<file path="config.mk">
export PLATFORM = sky130hd
export DESIGN_NAME = boot_loader
export DESIGN_NICKNAME = d
export VERILOG_FILES = /design/src/rtl/boot_loader_pkg.sv /design/src/rtl/boot_loader_word_asm.sv /design/src/rtl/boot_loader.sv
export SDC_FILE = /design/constraint.sdc
export NUM_CORES = 1
export LEC_CHECK = 0
export ABC_CLOCK_PERIOD_IN_PS = 4100
export CAP_MARGIN = 5
export CORE_ASPECT_RATIO = 0.9
export CORE_MARGIN = 2
export CORE_UTILIZATION = 25
export CTS_CLUSTER_SIZE = 20
export DETAILED_ROUTE_END_ITERATION = 8
export PLACE_DENSITY = 0.47
export SLEW_MARGIN = 25
export SYNTH_ARGS = -nofsm -noshare
export SYNTH_HDL_FRONTEND = slang
export SYNTH_SLANG_ARGS = --single-unit
</file>
<file path="constraint.sdc">
create_clock -name clk -period 4.1 [get_ports clk]
set_clock_uncertainty 0.2 [all_clocks]
set_input_delay 0.82 -clock clk [delete_from_list [all_inputs] [get_ports clk]]
set_output_delay 0.82 -clock clk [all_outputs]
set_load 0.01 [all_outputs]
</file>
<file path="src/rtl/boot_loader_pkg.sv">
// Shared constants for boot_loader: FSM state codes and word geometry.
package boot_loader_pkg;

  typedef logic [2:0] state_t;

  localparam state_t HDR  = 3'd0;
  localparam state_t DATA = 3'd1;
  localparam state_t CSUM = 3'd2;
  localparam state_t FIN  = 3'd3;
  localparam state_t DONE = 3'd4;
  localparam state_t ERR  = 3'd5;

  localparam int unsigned LANES  = 4;
  localparam int unsigned LANE_W = 2;

endpackage

</file>
<file path="src/rtl/boot_loader_word_asm.sv">
// Byte-to-word assembler: little-endian shift register with a lane counter and word_done strobe.
module boot_loader_word_asm
  import boot_loader_pkg::*;
(
  input  logic        clk,
  input  logic        rstn,
  input  logic        shift_en,
  input  logic [7:0]  din,
  output logic [31:0] word_next,
  output logic        word_done
);

  logic [31:0]       word_r;
  logic [LANE_W-1:0] lane_r;

  // New bytes enter at the top so the first byte of a word ends up in [7:0].
  always_ff @(posedge clk or negedge rstn) begin
    if (!rstn) begin
      word_r <= 32'd0;
      lane_r <= 2'd0;
    end else if (shift_en) begin
      word_r <= word_next;
      lane_r <= lane_r + 2'd1;
    end else begin
      word_r <= word_r;
      lane_r <= lane_r;
    end
  end

  assign word_next = {din, word_r[31:8]};
  assign word_done = shift_en && (lane_r == LANE_W'(LANES - 1));

endmodule

</file>
<file path="src/rtl/boot_loader.sv">
// Host-stream boot loader: header word count, N little-endian words to memory, then a start pulse.
// Optional BOOT_LOADER_CHECKSUM_EN adds a trailing modulo-256 checksum byte.
module boot_loader
  import boot_loader_pkg::*;
#(
  parameter logic [31:0] BASE_ADDR   = 32'h0000_0000,
  parameter int unsigned DEPTH_WORDS = 4096
)(
  input  logic        clk,
  input  logic        rstn,
  input  logic        rx_valid,
  input  logic [7:0]  rx_data,
  output logic        rx_ready,
  output logic        mem_we,
  output logic [31:0] mem_addr,
  output logic [31:0] mem_wdata,
  output logic        start,
  output logic        busy,
  output logic        error
);

`ifdef BOOT_LOADER_CHECKSUM_EN
  localparam state_t TAIL = CSUM;
  logic [7:0] sum_r;
`else
  localparam state_t TAIL = FIN;
`endif

  state_t      state_r, state_s;
  logic        live_r;
  logic        accept_s, shift_s, word_done_s;
  logic [31:0] word_next_s, n_r, idx_r;
  logic        mem_we_s, start_s, busy_s, error_s;
  logic [31:0] mem_addr_s, mem_wdata_s;
  logic        mem_we_r, start_r, busy_r, error_r;
  logic [31:0] mem_addr_r, mem_wdata_r;

  // live_r keeps rx_ready low while reset is asserted; DATA closes once every word is assembled.
  assign rx_ready = live_r && ((state_r == HDR) || (state_r == CSUM) ||
                               ((state_r == DATA) && (idx_r != n_r)));
  assign accept_s = rx_valid && rx_ready;
  assign shift_s  = accept_s && ((state_r == HDR) || (state_r == DATA));

  boot_loader_word_asm u_asm (
    .clk       (clk),
    .rstn      (rstn),
    .shift_en  (shift_s),
    .din       (rx_data),
    .word_next (word_next_s),
    .word_done (word_done_s)
  );

  // State register plus the header count, word index and running sum.
  always_ff @(posedge clk or negedge rstn) begin
    if (!rstn) begin
      state_r <= HDR;
      live_r  <= 1'b0;
      n_r     <= 32'd0;
      idx_r   <= 32'd0;
`ifdef BOOT_LOADER_CHECKSUM_EN
      sum_r   <= 8'd0;
`endif
    end else begin
      state_r <= state_s;
      live_r  <= 1'b1;
      n_r     <= (state_r == HDR && word_done_s) ? word_next_s : n_r;
      idx_r   <= mem_we_s ? idx_r + 32'd1 : idx_r;
`ifdef BOOT_LOADER_CHECKSUM_EN
      sum_r   <= shift_s ? sum_r + rx_data : sum_r;
`endif
    end
  end

  // Next-state decode.
  always_comb begin
    state_s = state_r;
    case (state_r)
      HDR: begin
        if (word_done_s && (word_next_s > 32'(DEPTH_WORDS))) state_s = ERR;
        else if (word_done_s && (word_next_s == 32'd0))     state_s = TAIL;
        else if (word_done_s)                               state_s = DATA;
        else                                                state_s = HDR;
      end
`ifdef BOOT_LOADER_CHECKSUM_EN
      DATA: begin
        if (word_done_s && (idx_r == n_r - 32'd1)) state_s = CSUM;
        else                                       state_s = DATA;
      end
      CSUM: begin
        if (accept_s && (rx_data == sum_r)) state_s = FIN;
        else if (accept_s)                  state_s = ERR;
        else                                state_s = CSUM;
      end
`else
      // Leave DATA during the final write cycle so start trails the last mem_we by one.
      DATA: begin
        if (idx_r == n_r) state_s = FIN;
        else              state_s = DATA;
      end
      CSUM:    state_s = ERR;
`endif
      FIN:     state_s = DONE;
      DONE:    state_s = DONE;
      ERR:     state_s = ERR;
      default: state_s = ERR;
    endcase
  end

  // Next values of the registered outputs.
  always_comb begin
    mem_we_s = word_done_s && (state_r == DATA);
    if (mem_we_s) begin
      mem_addr_s  = BASE_ADDR + {idx_r[29:0], 2'b00};
      mem_wdata_s = word_next_s;
    end else begin
      mem_addr_s  = mem_addr_r;
      mem_wdata_s = mem_wdata_r;
    end
    start_s = (state_s == FIN);
    error_s = (state_s == ERR);
    case (state_s)
      HDR:     busy_s = busy_r || accept_s;
      DATA:    busy_s = 1'b1;
      CSUM:    busy_s = 1'b1;
      FIN:     busy_s = 1'b1;
      default: busy_s = 1'b0;
    endcase
  end

  // Output registers.
  always_ff @(posedge clk or negedge rstn) begin
    if (!rstn) begin
      mem_we_r    <= 1'b0;
      mem_addr_r  <= BASE_ADDR;
      mem_wdata_r <= 32'd0;
      start_r     <= 1'b0;
      busy_r      <= 1'b0;
      error_r     <= 1'b0;
    end else begin
      mem_we_r    <= mem_we_s;
      mem_addr_r  <= mem_addr_s;
      mem_wdata_r <= mem_wdata_s;
      start_r     <= start_s;
      busy_r      <= busy_s;
      error_r     <= error_s;
    end
  end

  assign mem_we    = mem_we_r;
  assign mem_addr  = mem_addr_r;
  assign mem_wdata = mem_wdata_r;
  assign start     = start_r;
  assign busy      = busy_r;
  assign error     = error_r;

endmodule

</file>
Yosys cells after proc, flatten, opt, wreduce, memory -nomap -nowiden
Index checks and enable logic that the tools add are counted.
W data, S select, Z words.
{"block": "totals", "reg_bits": 168, "elab_cells": 50, "input_bits": 11}
{"block": "op_classes", "order_cmp": 1, "n_eq_ne": 11, "mux": 6, "reduce_logical": 18, "add_sub_neg": 2}
{"op": "$add A32 B1 Y32 const B", "n": 1}
{"op": "$eq A32 B32 Y1", "n": 1}
{"op": "$gt A32 B13 Y1 const B", "n": 1}
{"op": "$logic_not A32 Y1", "n": 1}
{"op": "$ne A32 B32 Y1", "n": 1}
{"op": "$eq A3 B2 Y1 const B", "n": 4}
{"op": "$logic_and A1 B1 Y1", "n": 9}
{"op": "$pmux W3 S3", "n": 1}
{"op": "$eq A3 B1 Y1 const B", "n": 2}
{"op": "$eq A3 B3 Y1 const B", "n": 2}
{"op": "$logic_not A3 Y1", "n": 2}
{"op": "$logic_or A1 B1 Y1", "n": 4}
{"op": "$mux W2", "n": 2}
{"op": "$mux W3", "n": 1}
{"op": "$reduce_or A3 Y1", "n": 1}
{"op": "$add A2 B1 Y2 const B", "n": 1}
{"op": "$eq A2 B2 Y1 const B", "n": 1}
{"op": "$pmux W1 S2", "n": 1}
{"op": "$reduce_or A2 Y1", "n": 1}
{"op": "$mux W1", "n": 1}

Depth between registers and ports, before layout
{"block": "depth", "depth_word": 14, "mapped_depth": 9}

By module
From an unflattened synthesis, not the netlist that was laid out.
{"block": "unflattened", "hier_cells": 486, "area_unflattened_um2": 6841.6}
{"module": "boot_loader", "area_per_inst_um2": 5703.0, "instances": 1, "cells_each": 421}
{"module": "boot_loader_word_asm", "area_per_inst_um2": 1138.6, "instances": 1, "cells_each": 65}

Worst setup path before layout
Ideal clock, no wire load.
{"block": "synth_path", "path_type": "reg2out", "from": "register idx_r[3]", "to": "output rx_ready", "arrival_time_ps": 1870, "slack_ps": 1210, "stages_incl_launch_ff": 8, "required_time_ps": 3080, "path_cell_list": "dfrtp_1 -> xor2_1 -> nor4_1 -> nand4_2 -> nor2_2 -> clkbuf_1 -> o21ai_0 -> and3b_1"}
{"block": "synth_via", "elab_chain_len": 4}
{"item": "from (decl)", "line_no": "boot_loader.sv:32", "rtl": "logic [31:0] word_next_s, n_r, idx_r;"}
{"item": "from (signal assigned)", "line_no": "boot_loader.sv:67", "rtl": "idx_r <= mem_we_s ? idx_r + 32'd1 : idx_r;"}
{"item": "$ne A32 B32 Y1", "line_no": "boot_loader.sv:40", "rtl": "((state_r == DATA) && (idx_r != n_r)));"}
{"item": "$logic_and A1 B1 Y1", "line_no": "boot_loader.sv:40"}
{"item": "$logic_or A1 B1 Y1", "line_no": "boot_loader.sv:39", "rtl": "assign rx_ready = live_r && ((state_r == HDR) || (state_r == CSUM) ||"}
{"item": "$logic_and A1 B1 Y1", "line_no": "boot_loader.sv:39"}
{"item": "to (decl)", "line_no": "boot_loader.sv:13", "rtl": "output logic rx_ready,"}
No other way between the ends.

Final worst setup path
{"block": "layout_path", "from": "register n_r[26]", "to": "output rx_ready"}
{"block": "layout_via", "elab_chain_len": 4}
{"item": "from (decl)", "line_no": "boot_loader.sv:32"}
{"item": "from (signal assigned)", "line_no": "boot_loader.sv:66", "rtl": "n_r <= (state_r == HDR && word_done_s) ? word_next_s : n_r;"}
{"item": "$ne A32 B32 Y1", "line_no": "boot_loader.sv:40"}
{"item": "$logic_and A1 B1 Y1", "line_no": "boot_loader.sv:40"}
{"item": "$logic_or A1 B1 Y1", "line_no": "boot_loader.sv:39"}
{"item": "$logic_and A1 B1 Y1", "line_no": "boot_loader.sv:39"}
No other way between the ends.

==> impl_metrics.env <==
export IMPL_status="completed"
export IMPL_first_pass_iters=4
export IMPL_maxSlewHeadroom_pct=46.12
export IMPL_top_layer_used="met4"
export IMPL_dr_wl_met2_microns=7251
export IMPL_drc=0
export IMPL_ys_ff_latch=160
export IMPL_cts_hold_buffers_added=0
export IMPL_grt_pass1_wl_microns=26690
export IMPL_synthTopCellsByArea="dfrtp_1 (60%), mux2_2 (16%), xor2_1 (7.2%)"
export IMPL_final_common_cell="dfrtp_1"
export IMPL_clock_path_buffers=2
export IMPL_met3_wirelength_microns=936
export IMPL_rsz0062_at_grt="false"
export IMPL_synth_top_area_share_pct=59.51
export IMPL_via_per_inst=4.410
export IMPL_rrSetupSlack_ns=0.95
export IMPL_final_hold_viol_count=0
export IMPL_seq_area_sq_um=4004
export IMPL_wl_met1_microns=8253
export IMPL_pin_count=80
export IMPL_async_flop_share_pct=100.0
export IMPL_finalSetupViolations=0
export IMPL_power_frac_comb_pct=1.7
export IMPL_seq_power_share_pct=50.0
export IMPL_cts_root_buf="clkbuf_16"
export IMPL_multi_input_area_sq_um=2591
export IMPL_detail_route_wl_per_cell_microns=17.58
export IMPL_start_kind="register"
export IMPL_holdCritPathClass="input port to asynchronous set/reset pin"
export IMPL_hpwl_microns=11730
export IMPL_overflow=0
export IMPL_min_period_ns=3.729
export IMPL_clock_sinks=160
export IMPL_p_leak_uw=0.004173
export IMPL_final_area_sq_um=8469
export IMPL_worstMarginPinSlew_ns=0.8082
export IMPL_reg2reg_from="n_r[26]$_DFFE_PN0P_"
export IMPL_r2r_cells=6
export IMPL_vias=4154
export IMPL_ctsResizeCount=0
export IMPL_dieHeight_microns=159.6
export IMPL_ys_seq_area_share_pct=59.51
export IMPL_p_clk_share_pct=48.4
export IMPL_insertion_delay_ns=0.43
export IMPL_finalSetupTns_ns=0
export IMPL_timing_rr_end="mem_addr[4]$_DFFE_PN0P_"
export IMPL_cp_max_fo=2
export IMPL_fin_nets=594
export IMPL_grt_max_degree=85
export IMPL_fin_total_pwr_uw=3161
export IMPL_critPathLaunch="n_r[26]$_DFFE_PN0P_"
export IMPL_cts_setup_buffers=0
export IMPL_crit_type="register to output port"
export IMPL_switching_power_uw=724.5
export IMPL_period_share_pct=90.96
export IMPL_ys_flop_type="dfrtp_1"
export IMPL_fillers=2619
export IMPL_internal_power_uw=2436
export IMPL_setup_slack_ns=0.3707
export IMPL_slowest_stage="clkdlybuf4s50_1"
export IMPL_slew_violations=0
export IMPL_grt_pass1_vias=4484
export IMPL_whs_ns=0.2566
export IMPL_slowest_delay_ns=0.48
export IMPL_end_kind="output port"
export IMPL_powerDensity_nw_per_um2=373.2
export IMPL_synth_edf_count=0
export IMPL_totalWireLength_microns=16560
export IMPL_gp_congestion=0.7878
export IMPL_ys_types=34
export IMPL_path_clk_slew_ns=0.06
export IMPL_antenna_found_initial=0
export IMPL_fp_coreArea_sq_um=26280
export IMPL_crit_end="rx_ready"
export IMPL_arrival_ns=2.71
export IMPL_cp_required_ns=3.08
export IMPL_cts_tree="yes"
export IMPL_die_x_microns=176.9
export IMPL_initial_utilization_pct=25.60
export IMPL_die_area_sq_um=28240
export IMPL_drt_first_iter_violations=247
export IMPL_num_antenna_cells=0
export IMPL_final_cell_mix="dfrtp_1 (160), mux2_2 (95), clkdlybuf4s50_1 (76)"
export IMPL_cts_htree_levels=4
export IMPL_fmax_ghz=0.2681
export IMPL_drive_gt1_share_pct=24.24
export IMPL_synth_warnings=0
export IMPL_cts_buffers=17
export IMPL_maxCapViolations=0
export IMPL_track_usage_pct=12.41
export IMPL_place_area_sq_um=7909
export IMPL_synthCells=496
export IMPL_ant_nets=0
export IMPL_pre_cts_slack_ns=0.7798
export IMPL_max_vdd_ir_drop_mv=0.2182
export IMPL_io_buffers=77
export IMPL_rows=56
export IMPL_syn2layout_area_growth_pct=25.89
export IMPL_cp_cell_sequence="xor2_1 > nor4_1 > nand4_1 > nor2_2 > o21ai_0 > and3b_1 > clkdlybuf4s50_1"
export IMPL_netlist_area_sq_um=6728
export IMPL_synth_top_area_cell="dfrtp_1"
export IMPL_avgSynthCellArea_sq_um=13.56
export IMPL_p_sw_share_pct=22.92
## power groups by stage
stage	registers, uW	logic [uW]	clock network (uW)
finish	1580	52.4	1530
global route	1580	61.2	1650
CTS	1580	55.6	1580
detailed placement	1610	55.4	0
global placement	1610	53.7	0
floorplan	1610	4.10	0
## state kept, by name (all words and copies together), names as in the netlist
name and flops:
n_r 32, u_asm.word_r 24, idx_r 32, error 1, mem_we 1, mem_wdata 32
live_r 1, mem_addr 30, u_asm.lane_r 2, busy 1, start 1, state_r 3
## metal layers
layer	up-vias	track usage, %
li1	1930	-
met1	2120	17.86
met2	96	18.29
met3	8	3.571
met4	0	3.043
met5	-	0
## how the worst min path moves through the flow
| stage | startpoint | endpoint | slack [ns] | depth (start not counted) |
|---|---|---|---|---|
| 5_1_grt | u_asm.lane_r[0]$_DFFE_PN0P_ | u_asm.lane_r[0]$_DFFE_PN0P_ | 0.30 | 1 |
| 2_1_floorplan | u_asm.lane_r[0]$_DFFE_PN0P_ | u_asm.lane_r[0]$_DFFE_PN0P_ | 0.25 | 1 |
| 4_1_cts | u_asm.lane_r[0]$_DFFE_PN0P_ | u_asm.lane_r[0]$_DFFE_PN0P_ | 0.28 | 1 |
| 6_report | rstn | mem_wdata[28]$_DFFE_PN0P_ | 0.26 | 1 |
| 3_5_place_dp | u_asm.lane_r[0]$_DFFE_PN0P_ | u_asm.lane_r[0]$_DFFE_PN0P_ | 0.27 | 1 |
| 3_3_place_gp | u_asm.lane_r[0]$_DFFE_PN0P_ | u_asm.lane_r[0]$_DFFE_PN0P_ | 0.26 | 1 |
## worst max-delay path: cells and delay by family (launching register included)
family	cells	cell delay, ns
simple gates	4	1.09
buf+inv	1	0.48
flops	1	0.43
xor+xnor	1	0.18
compound gates	1	0.10
## metrics by stage
step | cells | util (%)
3_5_place_dp | 910 | 30.10
4_1_cts | 942 | 32.23
6_report | 942 | 32.23
3_3_place_gp | 910 | 30.10
2_1_floorplan | 497 | -
5_1_grt | 942 | 32.23
## cells in the mapped netlist (4+ instances only)
| master | number |
|---|---|
| dfrtp_1 | 160 |
| mux2_2 | 95 |
| xor2_1 | 55 |
| nor4_1 | 30 |
| nand2_1 | 22 |
| mux2_1 | 19 |
| nor3_1 | 17 |
| buf_2 | 12 |
| nor2_1 | 12 |
| inv_1 | 9 |
| nand3_1 | 9 |
| xnor2_1 | 9 |
| nand4_1 | 7 |
| o21ai_0 | 7 |
| and3_1 | 4 |
| clkbuf_1 | 4 |
## kinds of logic (layout without fill, tap and decap cells)
| logic type | Yosys count | count (layout) | share of synthesized area [%] |
|---|---|---|---|
| flip-flops | 160 | 160 | 59.51 |
| AND/OR/NAND/NOR | 111 | 111 | 8.797 |
| other | 2 | 3 | 0.1116 |
| buffers and inverters | 29 | 126 | 2.176 |
| multiplexers | 114 | 114 | 19.08 |
| XOR/XNOR | 64 | 64 | 8.332 |
| AO/OA/AOI/OAI | 14 | 14 | 1.618 |
| adder cells (fa/ha/maj) | 2 | 2 | 0.3719 |
## final cells by class
cell class | count | share of cell area (%)
clock inverter | 14 | 1.551
timing repair buffer | 85 | 9.972
inverter | 9 | 0.3989
sequential | 160 | 47.27
multi-input combinational | 308 | 30.60
tap | 348 | 5.141
clock buffer | 18 | 5.067
(Power assumes the default switching activity.)
